**src/rtl/regfile_dump_sequencer.sv**
```systemverilog
// Debug readout: walks CPU registers FIRST_REG..LAST_REG through regNo/val and
// streams each captured value on a valid/ready port, accumulating a wrapping checksum.
module regfile_dump_sequencer #(
  parameter int FIRST_REG     = 0,
  parameter int LAST_REG      = 31,
  parameter int SETTLE_CYCLES = 1
) (
  input  logic        clk,
  input  logic        startin,
  input  logic        start,
  output logic [4:0]  regNo,
  input  logic [31:0] val,
  output logic        out_valid,
  input  logic        out_ready,
  output logic [31:0] out_data,
  output logic [4:0]  out_index,
  output logic        out_last,
  output logic        busy,
  output logic        done,
  output logic [31:0] checksum
);

  localparam int            CW       = (SETTLE_CYCLES > 1) ? $clog2(SETTLE_CYCLES) : 1;
  localparam logic [4:0]    FIRST    = 5'(FIRST_REG);
  localparam logic [4:0]    LAST     = 5'(LAST_REG);
  localparam logic [CW-1:0] CNT_LAST = CW'(SETTLE_CYCLES - 1);

  typedef enum logic [1:0] {IDLE, SETUP, HOLD, DONE} state_t;

  typedef struct packed {
    logic [31:0] data;
    logic [4:0]  index;
    logic        last;
  } elem_t;

  state_t        state, state_nxt;
  logic [CW-1:0] cnt, cnt_nxt;
  logic [4:0]    reg_nxt;
  elem_t         elem, elem_nxt;
  logic          vld_nxt, busy_nxt, done_nxt;
  logic [31:0]   sum_nxt;
  logic          xfer;

  assign xfer      = out_valid & out_ready;
  assign out_data  = elem.data;
  assign out_index = elem.index;
  assign out_last  = elem.last;

  always_ff @(posedge clk) begin
    if (startin) begin
      state     <= IDLE;
      cnt       <= '0;
      regNo     <= FIRST;
      elem      <= '0;
      out_valid <= 1'b0;
      busy      <= 1'b0;
      done      <= 1'b0;
      checksum  <= '0;
    end else begin
      state     <= state_nxt;
      cnt       <= cnt_nxt;
      regNo     <= reg_nxt;
      elem      <= elem_nxt;
      out_valid <= vld_nxt;
      busy      <= busy_nxt;
      done      <= done_nxt;
      checksum  <= sum_nxt;
    end
  end

  always_comb begin
    state_nxt = state;
    cnt_nxt   = cnt;
    reg_nxt   = regNo;
    elem_nxt  = elem;
    vld_nxt   = out_valid;
    busy_nxt  = busy;
    done_nxt  = 1'b0;
    sum_nxt   = checksum;
    case (state)
      IDLE: begin
        if (start) begin
          state_nxt = SETUP;
          reg_nxt   = FIRST;
          sum_nxt   = '0;
          busy_nxt  = 1'b1;
          cnt_nxt   = '0;
        end
      end
      SETUP: begin
        // val is snapshotted here; later writebacks cannot disturb a pending element
        if (cnt == CNT_LAST) begin
          elem_nxt.data  = val;
          elem_nxt.index = regNo;
          elem_nxt.last  = (regNo == LAST);
          vld_nxt        = 1'b1;
          state_nxt      = HOLD;
        end else begin
          cnt_nxt = cnt + CW'(1);
        end
      end
      HOLD: begin
        if (xfer) begin
          sum_nxt = checksum + elem.data;
          vld_nxt = 1'b0;
          if (elem.last) begin
            state_nxt = DONE;
          end else begin
            reg_nxt   = regNo + 5'd1;
            cnt_nxt   = '0;
            state_nxt = SETUP;
          end
        end
      end
      DONE: begin
        done_nxt  = 1'b1;
        busy_nxt  = 1'b0;
        state_nxt = IDLE;
      end
      default: state_nxt = IDLE;
    endcase
  end

endmodule
```
**config.mk**
```make
export PLATFORM = sky130hd
export DESIGN_NAME = regfile_dump_sequencer
export DESIGN_NICKNAME = d
export VERILOG_FILES = /design/src/rtl/regfile_dump_sequencer.sv
export SDC_FILE = /design/constraint.sdc
export NUM_CORES = 1
export LEC_CHECK = 0
export CAP_MARGIN = 20
export CORE_MARGIN = 4
export CORE_UTILIZATION = 30
export CTS_CLUSTER_DIAMETER = 100
export DETAILED_ROUTE_END_ITERATION = 6
export PLACE_DENSITY = 0.62
export SKIP_LAST_GASP = 1
export SLEW_MARGIN = 20
export SYNTH_ARGS = -nofsm -noshare
export SYNTH_HDL_FRONTEND = slang
export SYNTH_SLANG_ARGS = --single-unit
```
**constraint.sdc**
```tcl
create_clock -name clk -period 3 [get_ports clk]
set_input_delay 0.6 -clock clk [delete_from_list [all_inputs] [get_ports clk]]
set_output_delay 0.6 -clock clk [all_outputs]
set_load 0.01 [all_outputs]
```
# Word level (Yosys, flattened, before mapping)
# Index checks and enable logic that the tools add are counted.
# totals
register_bits	81
out_inout_bits	78
word_cells	58
# classes
add_sub_neg	3
n_eq_ne	8
muxes	23
bitwise_logic	2
n_reduce_logical	12
# op_table
op	n
32-bit 2-to-1 mux	2
32-bit one-hot mux with 2 select lines	1
32-bit adder	1
5-bit 2-to-1 mux	3
5-bit one-hot mux with 2 select lines	1
3-bit AND reduction	3
1-bit 2-to-1 mux	8
2-bit 2-to-1 mux	4
2-bit inequality test (second input constant)	4
2-bit one-hot mux with 4 select lines	1
4-bit AND reduction	2
2-bit nonzero test	3
5-bit by 1-bit adder with 5-bit output (second input constant)	1
5-bit == test (second input constant)	1
2-bit == test (second input constant)	2
1-bit one-hot mux with 2 select lines	2
2-bit AND reduction	2
1-bit one-hot mux with 3 select lines	1
3-bit nonzero test	1
2-bit by 1-bit == test with 1-bit output (second input constant)	1
2-bit zero test	1
1-bit adder (second input constant)	1
1-bit bitwise AND	1
1-bit inverter	1

# Depth between registers and ports, before layout
# Gate-level depths: netlist (run 1).
# logic_depth
ltp_word	4
mapped_depth	12
depth_no_buf	12

# Worst setup path before layout (run 1)
# No wires, ideal clock.
# synth_timing
kind	register to register
startpoint	register elem, in the netlist out_data[0]
endpoint	register checksum[20]
setup_time_ns	0.074
arrival_ns	2.384
setup_slack_ns	0.542
stages_incl_launch_ff	13
n_path_buf	0
synth_period_minus_slack_ns	2.458
path_cell_list	dfxtp_1 -> ha_1 -> inv_1 -> fa_1 -> nand2b_1 -> a21oi_1 -> o211ai_1 -> a21oi_1 -> o21ai_0 -> o21ai_0 -> a31oi_1 -> xor2_1 -> o21ai_0
# synth_via
elab_chain_len	3
# synth_lines
item	line	text
from (decl)	39	elem_t elem, elem_nxt;
from (signal assigned)	63	elem <= elem_nxt;
32-bit adder	104	sum_nxt = checksum + elem.data;
32-bit 2-to-1 mux	103	if (xfer) begin
32-bit one-hot mux with 2 select lines	80	case (state)
to (signal assigned)	67	checksum <= sum_nxt;
to (decl)	20	output logic [31:0] checksum
# Every way passes these cells. The select of a mux whose other input is x is not followed.
# A chain may end at the register's enable or synchronous reset.

# Worst setup path in the final report (run 1)
# layout_timing
startpoint	register elem, in the netlist out_data[16]
endpoint	register checksum[29]
# The elaborated chain is that of the path after synthesis.

==> results of run 1 <==
==> per-stage QoR <==
stage,util,instances
after floorplan,-,531
after global placement,0.4006,809
after detailed placement,0.4010,809
after CTS,0.4216,825
after global routing,0.4218,825
final,0.4218,825
==> worst max-delay path, delay by kind of cell (launching register included) <==
family	cells	cell delay, ns
simple gates	2	0.59
fa+ha+maj	1	0.38
xor+xnor	1	0.15
flops	1	0.33
compound gates	6	1.10
==> routing by layer <==
layer	up-vias	GRT usage	share of wire
met4	0	0.05110	0.014
met3	12	0.04390	0.057
met5	-	0	0
li1	2073	-	-
met1	1898	0.1833	0.44
met2	84	0.2601	0.48
==> synthesized netlist by cell type, types with 3 or more instances <==
master,number,share of area
nand2_1,110,0.097
dfxtp_1,80,0.38
a21oi_1,71,0.083
nor2_1,39,0.034
ha_1,33,0.097
o21ai_0,24,0.028
clkbuf_1,17,0.015
xnor2_1,15,0.031
a21o_1,12,0.021
inv_1,12,0.011
xor2_1,12,0.025
a22oi_1,11,0.019
nand2b_1,10,0.015
nand3_1,8,0.0094
nor2b_1,8,0.012
a31oi_1,6,0.0088
nand4_1,6,0.0088
nor3_1,5,0.0059
o211ai_1,4,0.0070
or3_1,4,0.0059
a311oi_1,3,0.0062
and3_1,3,0.0044
o21a_1,3,0.0053
o21bai_1,3,0.0053
==> cell families (layout without fill, tap and decap cells) <==
kind of cell               Yosys count  after routing
and+or+nand+nor                    203            203
muxes                                1              1
DFF                                 80             80
AOI/OAI and AO/OA                  153            153
buffers and inverters               33            147
adders and majority gates           34             34
xor gates and xnor gates            27             27
==> registers in the layout, indices dropped and copies added, names as in the netlist <==
| register | cells |
|---|---|
| checksum | 32 |
| out_data | 32 |
| out_index | 5 |
| regNo | 5 |
| state | 2 |
| busy | 1 |
| done | 1 |
| out_last | 1 |
| out_valid | 1 |
==> timing repair <==
| item | in CTS | in global routing |
|---|---|---|
| resized for setup | 0 | 2 |
| setup endpoints to repair | 0 | 1 |
| hold buffers | 0 | 0 |
==> final timing paths <==
check	from	cells after the start	to	slack [ns]
setup / recovery	out_data[16]$_SDFFE_PP0P_	10	checksum[29]$_SDFFE_PP0P_	0.29
hold reg to reg	out_index[0]$_SDFFE_PP0P_	2	out_index[0]$_SDFFE_PP0P_	0.45
hold / removal	out_index[0]$_SDFFE_PP0P_	2	out_index[0]$_SDFFE_PP0P_	0.45
setup reg to reg	out_data[16]$_SDFFE_PP0P_	10	checksum[29]$_SDFFE_PP0P_	0.29
==> power groups by stage <==
stage          Combinational (uW)  Clock, uW  Sequential (uW)
6_report                      300       1050             1120
5_1_grt                       331       1130             1130
4_1_cts                       305       1090             1120
3_5_place_dp                  303          0             1150
3_3_place_gp                  297          0             1150
2_1_floorplan                 145          0             1150
==> placed cells by master (no fill, tap or decap), drive strengths merged, types with 8 or more instances in the layout <==
master	netlist	final
o21ai	26	26
dfxtp	80	80
xnor2	15	15
a21o	12	12
nand2	110	110
a21oi	72	72
xor2	12	12
ha	33	33
inv	12	12
a22oi	11	11
clkbuf	18	14
nand2b	10	10
nand3	8	8
nor2	39	39
clkdlybuf4s50	0	112
nor2b	8	8
==> area by class of cell <==
class,instances,area [um^2]
inverter,12,45.04
multi-input combinational,418,2549
sequential,80,1602
timing repair buffer,119,1171
fill,1390,8056
clock buffer,14,274.0
clock inverter,2,12.51
tap,180,225.2
==> results.py, run 1 <==
metrics = {
    "run_status": {
        "outcome": "completed",
    },
    "synthesis": {
        "synth.area.mux_share": 0.002344,
        "syn_inst": 531,
        "syn_area_mm2": 0.004270,
        "synth_compound_area_frac": 0.2203,
        "synthArstFlopShare": 0,
        "synth_edf_count": 0,
        "synth_fa_ha_area_frac": 0.1014,
        "synth-simple-area-share": 0.2133,
        "synth_top_family_by_area": "compound AO/OA/AOI/OAI gates",
        "yosysUniqueCellTypes": 50,
        "synth_seq_cells": 80,
        "ys_seq_area_frac": 0.3750,
        "synth_xor_area_frac": 0.05538,
        "ys.flop_type": "dfxtp_1",
        "synth_warnings": 0,
        "synthesis.nets": 601,
        "avgSynthCellArea_um2": 8.042,
    },
    "finish": {
        "n_antenna_cell": 0,
        "area.growth.synth_to_final_pct": 37.65,
        "nets": 710,
        "stdcell_area_mm2": 0.005878,
        "drive_gt1_frac": 0.05116,
    },
    "timing": {
        "rsz0062_at_grt": "false",
        "slew-limit-headroom": 0.3777,
        "slew_viol_final": 0,
        "setup_viol": 0,
        "fin_ws_ns": 0.2932,
        "final_hold_viol_count": 0,
        "fmax_ghz": 0.3694,
        "timing.final.crit_period_ns": 2.707,
        "setup_tns_ns": 0,
        "worst_pin_slew_ns": 0.9314,
        "finalCritPeriodShare": 0.9023,
        "worst_hold_slack_ns": 0.4549,
        "fin_skew_ns": 0.007839,
    },
    "global_routing": {
        "grt_overflow_total": 0,
        "grt_antenna_before_repair": 0,
        "grt_pass1_wl_um": 19970,
        "grt_max_degree": 40,
        "grt_pass1_vias": 4067,
        "grt_use_total": 0.1522,
    },
    "min_path": {
        "hold_path_class": "reg -> reg",
    },
    "worst_setup_path": {
        "path_class": "reg -> reg",
        "end_kind": "flop",
        "path_cells": "ha_1, a21o_1, a31oi_1, o211ai_1, nor4_1, o211ai_1, and2_2, a31oi_1, xor2_1, o21ai_0",
        "critPathArrivalTime_ns": 2.90,
        "path_max_fanout": 6,
        "critPathMaxStageDelay_ns": 0.38,
        "start_kind": "flop",
        "cpMaxStageDelayCell": "ha_1",
        "required_ns": 3.20,
    },
    "cts": {
        "htree_levels": 3,
        "cts_sinks": 80,
        "clockBufferDepth": 2,
        "cts_made_buffers": 9,
        "cts-root-buf": "clkbuf_16",
        "clkSlewWorstSetupHoldPaths_ns": 0.06,
        "clk_latency_ns": 0.34,
        "cts_tree": "yes",
        "post_cts_buffers": 0,
    },
    "flow_run": {
        "maxCapViolCount": 0,
    },
    "routing": {
        "drt_wl_total_um": 12020,
        "drtIter0Drc": 159,
        "drc": 0,
        "vias": 4067,
        "first_pass_iters": 4,
        "vias_per_cell": 4.930,
        "detail-route-antenna-nets": 0,
        "wl_per_cell_um": 14.57,
    },
    "place": {
        "port_buffers": 113,
        "dp_hpwl_um": 8909,
        "place_ws_ns": 0.1770,
        "placed_cell_area_mm2": 0.005588,
        "globalplace.congestion": 0.8656,
    },
    "power_and_ir_drop": {
        "p_switching_uw": 608.1,
        "p_int_uw": 1865,
        "p_leak_uw": 0.002321,
        "power.density_mw_per_mm2": 420.8,
        "clkPwrFrac": 0.425,
        "p_comb_frac": 0.121,
        "peakVddDrop_uv": 323.8,
        "power_frac_seq": 0.454,
        "power_uw": 2473,
        "p_sw_frac": 0.2458,
    },
    "floorplan": {
        "core_mm2": 0.01393,
        "fp.dieH_um": 127.3,
        "row_count": 43,
        "die_w_um": 127.3,
        "num_io_pins": 114,
        "start_util": 0.3065,
        "die_area_mm2": 0.01621,
    },
}
(Power assumes the default switching activity.)
==> run 2, diff against run 1 <==
--- a/config.mk
+++ b/config.mk
@@ -12,7 +12,7 @@
 export DETAILED_ROUTE_END_ITERATION = 6
 export PLACE_DENSITY = 0.62
 export SKIP_LAST_GASP = 1
-export SLEW_MARGIN = 20
+export SLEW_MARGIN = 40
 export SYNTH_ARGS = -nofsm -noshare
 export SYNTH_HDL_FRONTEND = slang
 export SYNTH_SLANG_ARGS = --single-unit
==> run 2 against run 1 <==
Against the previous run:
- global-route usage up 0.14 points
- critical path depth stayed put
- clock-buffer cell count decreased by 2
- largest cell class unchanged
==> results.py, run 2 (same netlist as run 1, synthesis figures left out) <==
metrics = {
    "power_and_ir_drop": {
        "power.density_mw_per_mm2": 416.0,
        "peakVddDrop_uv": 338.0,
        "power_uw": 2452,
        "p_leak_uw": 0.002329,
    },
    "finish": {
        "final_common_cell": "clkdlybuf4s50_1",
        "area.growth.synth_to_final_pct": 38.00,
        "drive_gt1_frac": 0.05271,
        "final_cells": 825,
        "n_antenna_cell": 0,
        "mostFrequentLayoutCells": "clkdlybuf4s50_1 (112), nand2_1 (110), dfxtp_1 (80), a21oi_1 (70), nor2_1 (39)",
        "nets": 711,
        "utilization": 0.4229,
    },
    "cts": {
        "cts_hold_buf": 0,
        "clkSlewWorstSetupHoldPaths_ns": 0.06,
        "cts-root-buf": "clkbuf_16",
        "cts_tree": "yes",
        "clk_latency_ns": 0.34,
        "clockBufferDepth": 2,
        "htree_levels": 3,
        "cts_sinks": 80,
        "ctsResizeCount": 0,
        "post_cts_buffers": 0,
        "cts_made_buffers": 9,
    },
    "min_path": {
        "hold_depth": 2,
        "hold_path_class": "reg -> reg",
    },
    "worst_setup_path": {
        "rr_worst_depth": 10,
        "worst-path-buf-inv": 0,
        "r2r_slack_ns": 0.31,
        "cpMaxStageDelayCell": "ha_1",
        "path_class": "reg -> reg",
        "required_ns": 3.20,
        "start_kind": "flop",
        "end_kind": "flop",
        "path_cells": "ha_1, a21o_1, a31oi_1, o211ai_1, nor4_1, o211ai_1, and2_2, a31oi_1, xor2_1, o21ai_0",
        "critPathArrivalTime_ns": 2.89,
        "cp.depth": 10,
        "critPathMaxStageDelay_ns": 0.38,
        "cp_top_family": "compound AO/OA/AOI/OAI gates",
        "path_max_fanout": 6,
    },
    "timing": {
        "slew-limit-headroom": 0.4783,
        "fmax_ghz": 0.3712,
        "timing.final.crit_period_ns": 2.694,
        "rsz0062_at_grt": "false",
        "fin_ws_ns": 0.3064,
        "finalCritPeriodShare": 0.8979,
        "slew_viol_final": 0,
        "setup_tns_ns": 0,
        "setup_viol": 0,
        "final_hold_viol_count": 0,
        "fin_skew_ns": 0.007236,
        "worst_pin_slew_ns": 0.7801,
    },
    "place": {
        "port_buffers": 113,
        "globalplace.congestion": 0.8656,
        "place_ws_ns": 0.1905,
        "dp_hpwl_um": 9015,
        "placed_cells": 810,
    },
    "floorplan": {
        "start_util": 0.3065,
        "num_io_pins": 114,
        "die_w_um": 127.3,
        "core_mm2": 0.01393,
        "row_count": 43,
        "die_area_mm2": 0.01621,
        "fp.dieH_um": 127.3,
    },
    "global_routing": {
        "grt_pass1_wl_um": 20210,
        "grt_use_total": 0.1536,
        "grt_antenna_before_repair": 0,
        "grt_overflow_total": 0,
        "grt_pass1_vias": 4154,
        "grt_max_degree": 40,
    },
    "routing": {
        "drc": 0,
        "first_pass_iters": 4,
        "drtIter0Drc": 155,
        "vias": 4040,
        "wl_per_cell_um": 14.58,
        "detail-route-antenna-nets": 0,
        "vias_per_cell": 4.897,
        "drt_wl_total_um": 12030,
    },
    "flow_run": {
        "maxCapViolCount": 0,
    },
    "run_status": {
        "outcome": "completed",
    },
}
## run 2: cell types whose count changed in the layout (fill, tap and decap cells not counted)
cell	previous run	this run
clkinv_2	1	2
clkbuf_1	2	1
clkbuf_8	3	2
buf_16	0	1
## run 2: worst register-to-register path, cell delays in order, from the launching register on
cell and delay, ns:
dfxtp_1 0.33, ha_1 0.38, a21o_1 0.23, a31oi_1 0.26
o211ai_1 0.17, nor4_1 0.35, o211ai_1 0.17, and2_2 0.22
a31oi_1 0.20, xor2_1 0.15, o21ai_0 0.08
## run 2: per-stage QoR
step | instance area (um^2) | hold slack [ns]
2_1_floorplan | 4270 | 0.4612
6_report | 5893 | 0.4557
5_1_grt | 5893 | 0.4859
3_5_place_dp | 5615 | 0.4499
3_3_place_gp | 5582 | 0.4459
4_1_cts | 5889 | 0.4581
## run 2: path summary, 6_finish.rpt
kind / start / to
setup / recovery: out_data[16]$_SDFFE_PP0P_ / checksum[29]$_SDFFE_PP0P_
hold / removal: out_index[0]$_SDFFE_PP0P_ / out_index[0]$_SDFFE_PP0P_
setup reg to reg: out_data[16]$_SDFFE_PP0P_ / checksum[29]$_SDFFE_PP0P_
hold reg to reg: out_index[0]$_SDFFE_PP0P_ / out_index[0]$_SDFFE_PP0P_
## run 2: area by class of cell
cell class	instances	area [um^2]
Fill cell	1403	8041
Tap cell	180	225.2
Sequential cell	80	1602
Clock buffer	12	256.5
Inverter	12	45.04
Clock inverter	3	17.52
Timing Repair Buffer	120	1199
Multi-Input combinational cell	418	2549
## run 2: routing by layer
| metal | wire, um | track usage |
|---|---|---|
| met1 | 5453 | 0.1902 |
| met2 | 5826 | 0.2574 |
| met3 | 638 | 0.05059 |
| met4 | 108 | 0.03975 |
| met5 | 0 | 0 |
## run 2: power breakdown
group	switching [uW]	internal, uW	leakage (uW)
Clock	424	598	0.000134
Combinational	156	151	0.00155
Sequential	30.7	1090	0.000648
